===== src/rtl/stage_fetch0_bp_pkg.sv =====
// Shared types for the fetch0 stage and its branch target buffer.
// Holds the BTB entry layout, counter encodings and the counter update rule.
package stage_fetch0_bp_pkg;

    // 2-bit saturating direction counter encodings
    localparam logic [1:0] SNT = 2'd0;
    localparam logic [1:0] WNT = 2'd1;
    localparam logic [1:0] WT  = 2'd2;
    localparam logic [1:0] ST  = 2'd3;

    // Tag is kept at full word-address width; unused upper bits stay zero
    typedef struct packed {
        logic        valid;
        logic [29:0] tag;
        logic [29:0] target;
        logic [1:0]  ctr;
    } btb_entry_t;

    function automatic logic [1:0] sat_ctr(
        input logic [1:0] c,
        input logic       taken
    );
        if (taken) begin
            return (c == ST) ? ST : c + 2'd1;
        end
        return (c == SNT) ? SNT : c - 2'd1;
    endfunction

endpackage


===== src/rtl/stage_fetch0_bp_btb.sv =====
// Direct-mapped branch target buffer: combinational lookup, one update
// port applied at the next edge, and a flush that clears every valid bit.
// Ports: clk_core, reset_n, flush, lk_addr -> lk_taken/lk_target,
//        wr_en/wr_pc/wr_target/wr_taken update.
module fetch_btb
    import stage_fetch0_bp_pkg::*;
#(
    parameter int unsigned ENTRIES = 16
) (
    input  logic        clk_core,
    input  logic        reset_n,
    input  logic        flush,
    input  logic [29:0] lk_addr,
    output logic        lk_taken,
    output logic [29:0] lk_target,
    input  logic        wr_en,
    input  logic [29:0] wr_pc,
    input  logic [29:0] wr_target,
    input  logic        wr_taken
);

    localparam int unsigned IDX = $clog2(ENTRIES);

    btb_entry_t btb_q [ENTRIES];
    btb_entry_t btb_d [ENTRIES];

    logic [IDX-1:0] lk_idx;
    logic [29:0]    lk_tag;
    btb_entry_t     lk_ent;
    logic [IDX-1:0] wr_idx;
    logic [29:0]    wr_tag;
    btb_entry_t     wr_ent;
    logic           wr_hit;

    always_comb begin
        lk_idx    = lk_addr[IDX-1:0];
        lk_tag    = {{IDX{1'b0}}, lk_addr[29:IDX]};
        lk_ent    = btb_q[lk_idx];
        // Upper counter bit set means WT or ST
        lk_taken  = lk_ent.valid && (lk_ent.tag == lk_tag) && lk_ent.ctr[1];
        lk_target = lk_ent.target;
    end

    always_comb begin
        btb_d  = btb_q;
        wr_idx = wr_pc[IDX-1:0];
        wr_tag = {{IDX{1'b0}}, wr_pc[29:IDX]};
        wr_ent = btb_q[wr_idx];
        wr_hit = wr_ent.valid && (wr_ent.tag == wr_tag);
        if (flush) begin
            for (int i = 0; i < int'(ENTRIES); i++) begin
                btb_d[i].valid = 1'b0;
            end
        end else if (wr_en) begin
            if (wr_hit) begin
                btb_d[wr_idx].ctr = sat_ctr(wr_ent.ctr, wr_taken);
                if (wr_taken) begin
                    btb_d[wr_idx].target = wr_target;
                end
            end else if (wr_taken) begin
                // Not-taken misses are not worth an entry
                btb_d[wr_idx].valid  = 1'b1;
                btb_d[wr_idx].tag    = wr_tag;
                btb_d[wr_idx].target = wr_target;
                btb_d[wr_idx].ctr    = WT;
            end
        end
    end

    // Only valid bits are reset; payload fields are don't-care until allocated
    always_ff @(posedge clk_core) begin
        if (!reset_n) begin
            for (int i = 0; i < int'(ENTRIES); i++) begin
                btb_q[i].valid <= 1'b0;
            end
        end else begin
            btb_q <= btb_d;
        end
    end

endmodule


===== src/rtl/stage_fetch0_bp.sv =====
// Fetch stage 0: next-PC selection, icache request and BTB prediction.
// Ports: clk_core/reset_n, fe1_stall, decode redirect and BTB update,
//        CSR redirect/kill/flush/satp, icache request and prediction out.
module stage_fetch0_bp
    import stage_fetch0_bp_pkg::*;
#(
    parameter int unsigned BTB_ENTRIES = 16,
    parameter logic [31:0] RESET_PC    = 32'h0000_0000
) (
    input  logic        clk_core,
    input  logic        reset_n,
    output logic        fe0_valid,
    input  logic        fe1_stall,
    output logic        fe0_read_req,
    output logic [8:0]  fe0_read_asid,
    output logic [29:0] fe0_read_addr,
    output logic        fe0_pred_taken,
    output logic [29:0] fe0_pred_target,
    input  logic        de_setpc,
    input  logic [29:0] de_newpc,
    input  logic        de_btb_wr,
    input  logic [29:0] de_btb_pc,
    input  logic [29:0] de_btb_target,
    input  logic        de_btb_taken,
    input  logic        csr_kill,
    input  logic        csr_setpc,
    input  logic [29:0] csr_newpc,
    input  logic        csr_btb_flush,
    input  logic [31:0] csr_satp
);

    logic [29:0] fe0_pc_q;
    logic [29:0] fe0_pc_d;
    logic        btb_taken;
    logic [29:0] btb_target;
    logic        unused_satp;

    assign unused_satp = ^{csr_satp[31], csr_satp[21:0]};

    always_comb begin
        // A CSR redirect forces a fetch even into a stalled fetch1
        fe0_read_req = (~fe1_stall | csr_setpc) & ~csr_kill;
        fe0_valid    = fe0_read_req;
        fe0_read_asid = csr_satp[30:22];
        if (csr_setpc) begin
            fe0_read_addr = csr_newpc;
        end else if (de_setpc) begin
            fe0_read_addr = de_newpc;
        end else begin
            fe0_read_addr = fe0_pc_q;
        end
        fe0_pred_taken  = btb_taken;
        fe0_pred_target = btb_taken ? btb_target : 30'd0;
    end

    // Kill already folds into read_req, so it alone gates the PC update
    always_comb begin
        fe0_pc_d = fe0_pc_q;
        if (fe0_read_req) begin
            if (fe0_pred_taken) begin
                fe0_pc_d = fe0_pred_target;
            end else begin
                fe0_pc_d = fe0_read_addr + 30'd1;
            end
        end
    end

    always_ff @(posedge clk_core) begin
        if (!reset_n) begin
            fe0_pc_q <= RESET_PC[31:2];
        end else begin
            fe0_pc_q <= fe0_pc_d;
        end
    end

    fetch_btb #(
        .ENTRIES (BTB_ENTRIES)
    ) u_btb (
        .clk_core  (clk_core),
        .reset_n   (reset_n),
        .flush     (csr_btb_flush),
        .lk_addr   (fe0_read_addr),
        .lk_taken  (btb_taken),
        .lk_target (btb_target),
        .wr_en     (de_btb_wr),
        .wr_pc     (de_btb_pc),
        .wr_target (de_btb_target),
        .wr_taken  (de_btb_taken)
    );

endmodule


===== config.mk =====
export PLATFORM = sky130hd
export DESIGN_NAME = stage_fetch0_bp
export DESIGN_NICKNAME = d
export VERILOG_FILES = /design/src/rtl/stage_fetch0_bp_pkg.sv /design/src/rtl/stage_fetch0_bp_btb.sv /design/src/rtl/stage_fetch0_bp.sv
export SDC_FILE = /design/constraint.sdc
export NUM_CORES = 2
export LEC_CHECK = 0
export CORE_MARGIN = 2
export CORE_UTILIZATION = 55
export CTS_CLUSTER_DIAMETER = 150
export DETAILED_ROUTE_END_ITERATION = 12
export PLACE_DENSITY = 0.73
export SETUP_SLACK_MARGIN = 0.05
export SLEW_MARGIN = 20
export SYNTH_ARGS = -nofsm -noshare
export SYNTH_HDL_FRONTEND = slang
export SYNTH_SLANG_ARGS = --single-unit

===== constraint.sdc =====
create_clock -name clk_core -period 33.5 [get_ports clk_core]
set_clock_uncertainty 0.2 [all_clocks]
set_input_delay 5.025 -clock clk_core [delete_from_list [all_inputs] [get_ports clk_core]]
set_output_delay 5.025 -clock clk_core [all_outputs]
set_load 0.02 [all_outputs]

=== Word-level counts from Yosys, hierarchy flattened ===
Cells that the tools add are included.

* Bits in registers: 1038
* Bits of input ports: 161
* Logic and storage cells: 129

* Add/subtract/negate cells: 3
* Order comparisons: 3
* Equality and inequality tests: 3
* Multiplexer cells: 38
* Bitwise logic cells: 8
* Reductions and logical operators: 9

{| class="wikitable"
|+ Operators by type and width
! operator !! count
|-
| bitwise mux 1008 bit || 6
|-
| two-way mux 1008 bit || 3
|-
| demux 63 bit (select 4 bit) || 4
|-
| binary-select mux 63 bit (select 4 bit) || 2
|-
| two-way mux 63 bit || 5
|-
| two-way mux 30 bit || 4
|-
| two-way mux 62 bit || 1
|-
| equality test 30 x 26 -> 1 bit || 2
|-
| two-way mux 32 bit || 1
|-
| adder 30 x 1 -> 30 bit, second input constant || 1
|-
| two-way mux 2 bit || 8
|-
| greater-or-equal comparator 5 bit, second input constant || 2
|-
| inverter 4 -> 5 bit || 2
|-
| less-than comparator 5 x 1 -> 1 bit, second input constant || 1
|-
| logical AND 1 bit || 4
|-
| two-way mux 1 bit || 4
|-
| inverter 1 bit || 4
|-
| AND reduction 4 bit || 1
|-
| adder 2 x 1 -> 2 bit, second input constant || 1
|-
| equality test 2 bit, second input constant || 1
|-
| logical NOT 2 bit || 1
|-
| AND reduction 2 bit || 1
|-
| nonzero test 2 bit || 1
|-
| OR reduction 2 bit || 1
|-
| 3 further kinds || 3
|}

=== Logic depth before layout (Yosys ltp) ===
* Depth after elaboration: 17
* Mapped depth: 20

=== Hierarchy ===
Synthesis repeated with hierarchy kept, for this count alone.

* Cell total of the unflattened synthesis: 4426
* Area total of the unflattened synthesis: 53570.1 µm²

{| class="wikitable"
|+ Modules (own cells, without submodules)
! module !! instances !! cells an instance !! area each (µm²) !! sequential area each (µm²)
|-
| fetch_btb || 1 || 4048 || 50613.5 || 28187.0
|-
| stage_fetch0_bp || 1 || 378 || 2956.6 || 600.6
|}

=== Worst setup path after synthesis ===
OpenSTA, ideal clock, no wires.

* Path type: input-to-reg
* From: in reset_n
* To: reg u_btb.btb_q[1000] (netlist bit) (enable)
* Library setup time: 0.411 ns
* Data arrival time: 20.097 ns
* Data required time: 32.889 ns
* Setup slack: 12.792 ns
* Stages on the path: 5
* Path buffers: 1
* Cells stage by stage: nor2b_1 clkbuf_1 and3_1 nand2_1 nor2_1

* Cells in the longest elaborated chain, start to end: 1

{| class="wikitable"
|+ RTL lines
! item !! RTL line !! text
|-
| from (decl) || stage_fetch0_bp.sv:11 || <nowiki>input logic reset_n,</nowiki>
|-
| AND reduction 4 bit (no source line) || -- ||
|-
| to (signal assigned) || stage_fetch0_bp_btb.sv:77 || <nowiki>btb_q <= btb_d;</nowiki>
|-
| to (decl) || stage_fetch0_bp_btb.sv:24 || <nowiki>btb_entry_t btb_q [ENTRIES];</nowiki>
|}

No other way between the ends.
A chain may end at the register's enable or synchronous reset.

=== Worst setup path after layout ===
* From: in de_setpc
* To: out fe0_pred_target[28]

* Cells in the longest elaborated chain, start to end: 10

{| class="wikitable"
|+ RTL lines
! item !! RTL line !! text
|-
| from (decl) || stage_fetch0_bp.sv:19 || <nowiki>input logic de_setpc,</nowiki>
|-
| two-way mux 30 bit (*) || stage_fetch0_bp.sv:47 || <nowiki>end else if (de_setpc) begin</nowiki>
|-
| two-way mux 30 bit (*) || stage_fetch0_bp.sv:45 || <nowiki>if (csr_setpc) begin</nowiki>
|-
| inverter 4 -> 5 bit (implied by the code) || stage_fetch0_bp_btb.sv:38 || <nowiki>lk_ent = btb_q[lk_idx];</nowiki>
|-
| binary-select mux 63 bit (select 4 bit) || stage_fetch0_bp_btb.sv:38 ||
|-
| two-way mux 63 bit (implied by the code) (2 in a row) || stage_fetch0_bp_btb.sv:38 ||
|-
| equality test 30 x 26 -> 1 bit || stage_fetch0_bp_btb.sv:40 || <nowiki>lk_taken = lk_ent.valid && (lk_ent.tag == lk_tag) && lk_ent.ctr[1];</nowiki>
|-
| logical AND 1 bit (2 in a row) || stage_fetch0_bp_btb.sv:40 ||
|-
| two-way mux 30 bit (*) || stage_fetch0_bp.sv:53 || <nowiki>fe0_pred_target = btb_taken ? btb_target : 30'd0;</nowiki>
|-
| to (decl) || stage_fetch0_bp.sv:18 || <nowiki>output logic [29:0] fe0_pred_target,</nowiki>
|}

Every way passes the cells marked *; elsewhere a longest branch is shown, timed or not. The select of a mux whose other input is x is not followed.

==> metrics.md <==
| Metric | Value |
|---|---|
| Leak | 0.0218 uW |
| VDD IR max | 0.0481 mV |
| Clk sinks | 974 |
| Most common cell after layout, fill and taps aside | nand2_1 |
| Chip height | 317 um |
| Fillers | 7608 |
| Number of placement rows | 114 |
| Cell chain of the critical path | buf_2, mux2_2, o21ai_4, buf_4, inv_8, buf_4, buf_4, a21oi_1, a22oi_1, xnor2_1, o311ai_0, o2111ai_1, nor4_1, nand4_1, nor4_4, buf_4, o21a_1, clkdlybuf4s50_1 |
| CTS buffer count | 103 |
| Commonest non-fill, non-tap cells in the layout | nand2_1 (953), edfxtp_1 (928), a21oi_1 (413) |
| Clock power share | 0.399 |
| Worst Tran Pin Value | 1.27 ns |
| Routed WL | 181000 um |
| Mapped Cells | 4767 |
| CTS H-Tree Depth | 3 |
| MaxCap Viol Count | 0 |
| RSZ-0062 raised after global routing | false |
| Net count after synthesis | 4929 |
| Final TNS setup | 0 ns |
| Pwr Density | 47.7 mW/mm^2 |
| CTS max path bufs | 3 |
| Slew Limit Fails | 0 |
| YS warnings | 0 |
| DP HPWL | 102000 um |
| DR iter-0 viols | 6909 |
| Slowest stage delay, CP | 0.77 ns |
| Starting Density | 0.556 |
| Crit Path Max Fanout | 80 |
| Setup violations, final | 0 |
| CTS Hold Buffers Added | 0 |
| Port buffer count | 191 |
| Crit-path most repeated cell | buf_4 |
| Fraction of layout cells with a size suffix above 1 | 0.127 |
| Hold Crit Class | reg2reg |
| Post-synth top flop | edfxtp_1 |
| Register area share after synthesis | 0.534 |
| Die Area | 0.101 sq mm |
| Total core area | 0.0969 sq mm |
| Mapped Area | 0.0539 sq mm |
| GPL Wtd Cong | 0.971 |
| Routed Antenna Nets | 0 |
| Resized Gates After CTS | 0 |
| Async SR Flop Fraction | 0 |
| Clk slew on worst S/H paths | 0.06 ns |
| Average size of a mapped cell | 11.3 sq um |
| P_int | 2120 uW |
| Layout overhead on the synthesized area | 11.3% |
| Vias/cell | 6.84 |
| Sequential Power Share | 0.471 |
| Antenna violations before repair | 17 |
| Tmin final | 17.81 ns |
| Max_slew headroom | 0.150 |
| Number of flops mapped to enable cells by yosys | 928 |
| Avg WL per Cell | 29.8 um |
| CP max-delay cell | buf_4 |
| Total GRT Usage | 0.355 |
| Count of cell types in the netlist | 74 |
| Die W | 317 um |
| Ratio of final minimum period to clock period | 0.532 |
| Switch Pwr | 741 uW |
| Setup crit end kind | output port |
| Setup Buffers After CTS | 0 |
| CTS root buffer | clkbuf_16 |
| Area post-placement | 0.0567 sq mm |
| Crit path buffers/inverters | 7 |
| Finished Layout Cells | 6063 |
| Fin. Hold Viols | 0 |
| First drt pass iteration count | 10 |
| Post-route design area | 0.0600 sq mm |
| CP required | 28.27 ns |
| Critical Path Source Type | input pin |
| Io pins | 233 |
| Kind of critical path | in2out |
| CP top delay family | buffers and inverters |
| Worst-skew pair later-pin latency | 0.71 ns |
| Fmax | 56.2 MHz |
| Sw frac | 0.259 |
| Residual DRC | 0 |
| Combinational share of power | 0.130 |
| Status | completed |
| Via count | 41500 |
| Synth Register Bits | 974 |
| First-pass GRT wire length | 261000 um |
| Vias in the first global route | 39800 |
| Worst EP arrival | 12.58 ns |
| TritonCTS clock tree | built |
| Grt ovf | 0 |
| Placed Instances | 5869 |
| Fin nets | 4861 |
| Largest net degree at the start of global routing | 252 |
-- cells in the mapped netlist (18+ instances only) --
| library cell | number | area [sq um] |
|---|---|---|
| o211ai_1 | 47 | 353 |
| and3_1 | 316 | 1980 |
| mux4_2 | 265 | 5970 |
| xnor2_1 | 75 | 657 |
| nand2_1 | 963 | 3610 |
| a21o_1 | 21 | 158 |
| nor2_1 | 257 | 965 |
| mux2i_1 | 293 | 2930 |
| dfxtp_1 | 46 | 921 |
| a31oi_1 | 25 | 156 |
| nand3_1 | 112 | 561 |
| o21a_1 | 21 | 158 |
| a221oi_1 | 23 | 201 |
| edfxtp_1 | 928 | 27900 |
| buf_2 | 114 | 571 |
| buf_4 | 18 | 135 |
| o221ai_1 | 20 | 175 |
| nand4_1 | 35 | 219 |
| clkbuf_1 | 315 | 1180 |
| buf_1 | 23 | 86.3 |
| and2_1 | 171 | 1070 |
| nor3_1 | 23 | 115 |
| inv_1 | 29 | 109 |
| a21oi_1 | 418 | 2090 |
-- cell type report --
class	instances	area [sq um]	share of cell area
Antenna cell	6	15.0	0.000250
Clock buffer	141	2800	0.0467
Clock inverter	46	502	0.00836
Inverter	33	141	0.00236
Multi-Input combinational cell	3288	23400	0.390
Sequential cell	974	28800	0.480
Tap cell	1276	1600	0.0266
Timing Repair Buffer	299	2780	0.0463
-- state kept, by name (all words and copies together) (netlist names) --
name         count
fe0_pc_q        30
u_btb.btb_q    944
-- through the flow --
step / util / total power (uW) / worst slack, ns / hold WS [ns]
2_1_floorplan: - / 1590 / 12.79 / 0.235
3_3_place_gp: 0.585 / 1720 / 15.98 / 0.257
3_5_place_dp: 0.585 / 1730 / 15.91 / 0.257
4_1_cts: 0.619 / 2850 / 15.92 / 0.271
5_1_grt: 0.619 / 2920 / 15.43 / 0.290
6_report: 0.619 / 2860 / 15.69 / 0.273
-- layer usage --
metal / up-vias / track usage / routed length (um)
li1: 17500 / - / -
met1: 20100 / 0.466 / 63100
met2: 3167 / 0.541 / 81400
met3: 669 / 0.0828 / 23800
met4: 14 / 0.212 / 12100
met5: - / 0 / 93
-- worst reg2reg max path, delay by kind of cell (launching register included) --
kind | cells | cell delay [ns]
buffers and inverters | 3 | 2.34
DFF | 1 | 0.42
and+or+nand+nor | 5 | 1.83
xor gates and xnor gates | 1 | 0.70
muxes | 2 | 0.96
-- power groups by stage --
stage          Sequential, uW  Clock [uW]  Combinational (uW)
2_1_floorplan            1380           0                 219
5_1_grt                  1350        1190                 385
4_1_cts                  1350        1140                 360
3_5_place_dp             1370           0                 358
3_3_place_gp             1370           0                 354
6_report                 1350        1140                 372
-- kinds of logic (layout without fill, tap and decap cells) --
group / Yosys count / count (layout) / share of synthesized area
multiplexers: 571 / 571 / 0.168
AO/OA/AOI/OAI: 697 / 697 / 0.0789
AND/OR/NAND/NOR: 1936 / 1936 / 0.166
XOR/XNOR: 82 / 82 / 0.0133
adder cells (fa/ha/maj): 2 / 2 / 0.000418
flip-flops: 974 / 974 / 0.534
other: 0 / 6 / 0
buffers and inverters: 505 / 519 / 0.0394
-- final timing paths --
| path | start | to | slack (ns) | depth (start not counted) |
|---|---|---|---|---|
| max | de_setpc | fe0_pred_target[28] | 15.69 | 18 |
| min | u_btb.btb_q[566]$_SDFFE_PP0P_ | u_btb.btb_q[566]$_SDFFE_PP0P_ | 0.27 | 1 |
| max reg2reg | u_btb.btb_q[182]$_DFFE_PP_ | u_btb.btb_q[516]$_DFFE_PP_ | 26.74 | 11 |
| min reg2reg | u_btb.btb_q[566]$_SDFFE_PP0P_ | u_btb.btb_q[566]$_SDFFE_PP0P_ | 0.27 | 1 |
(Power assumes the default switching activity.)
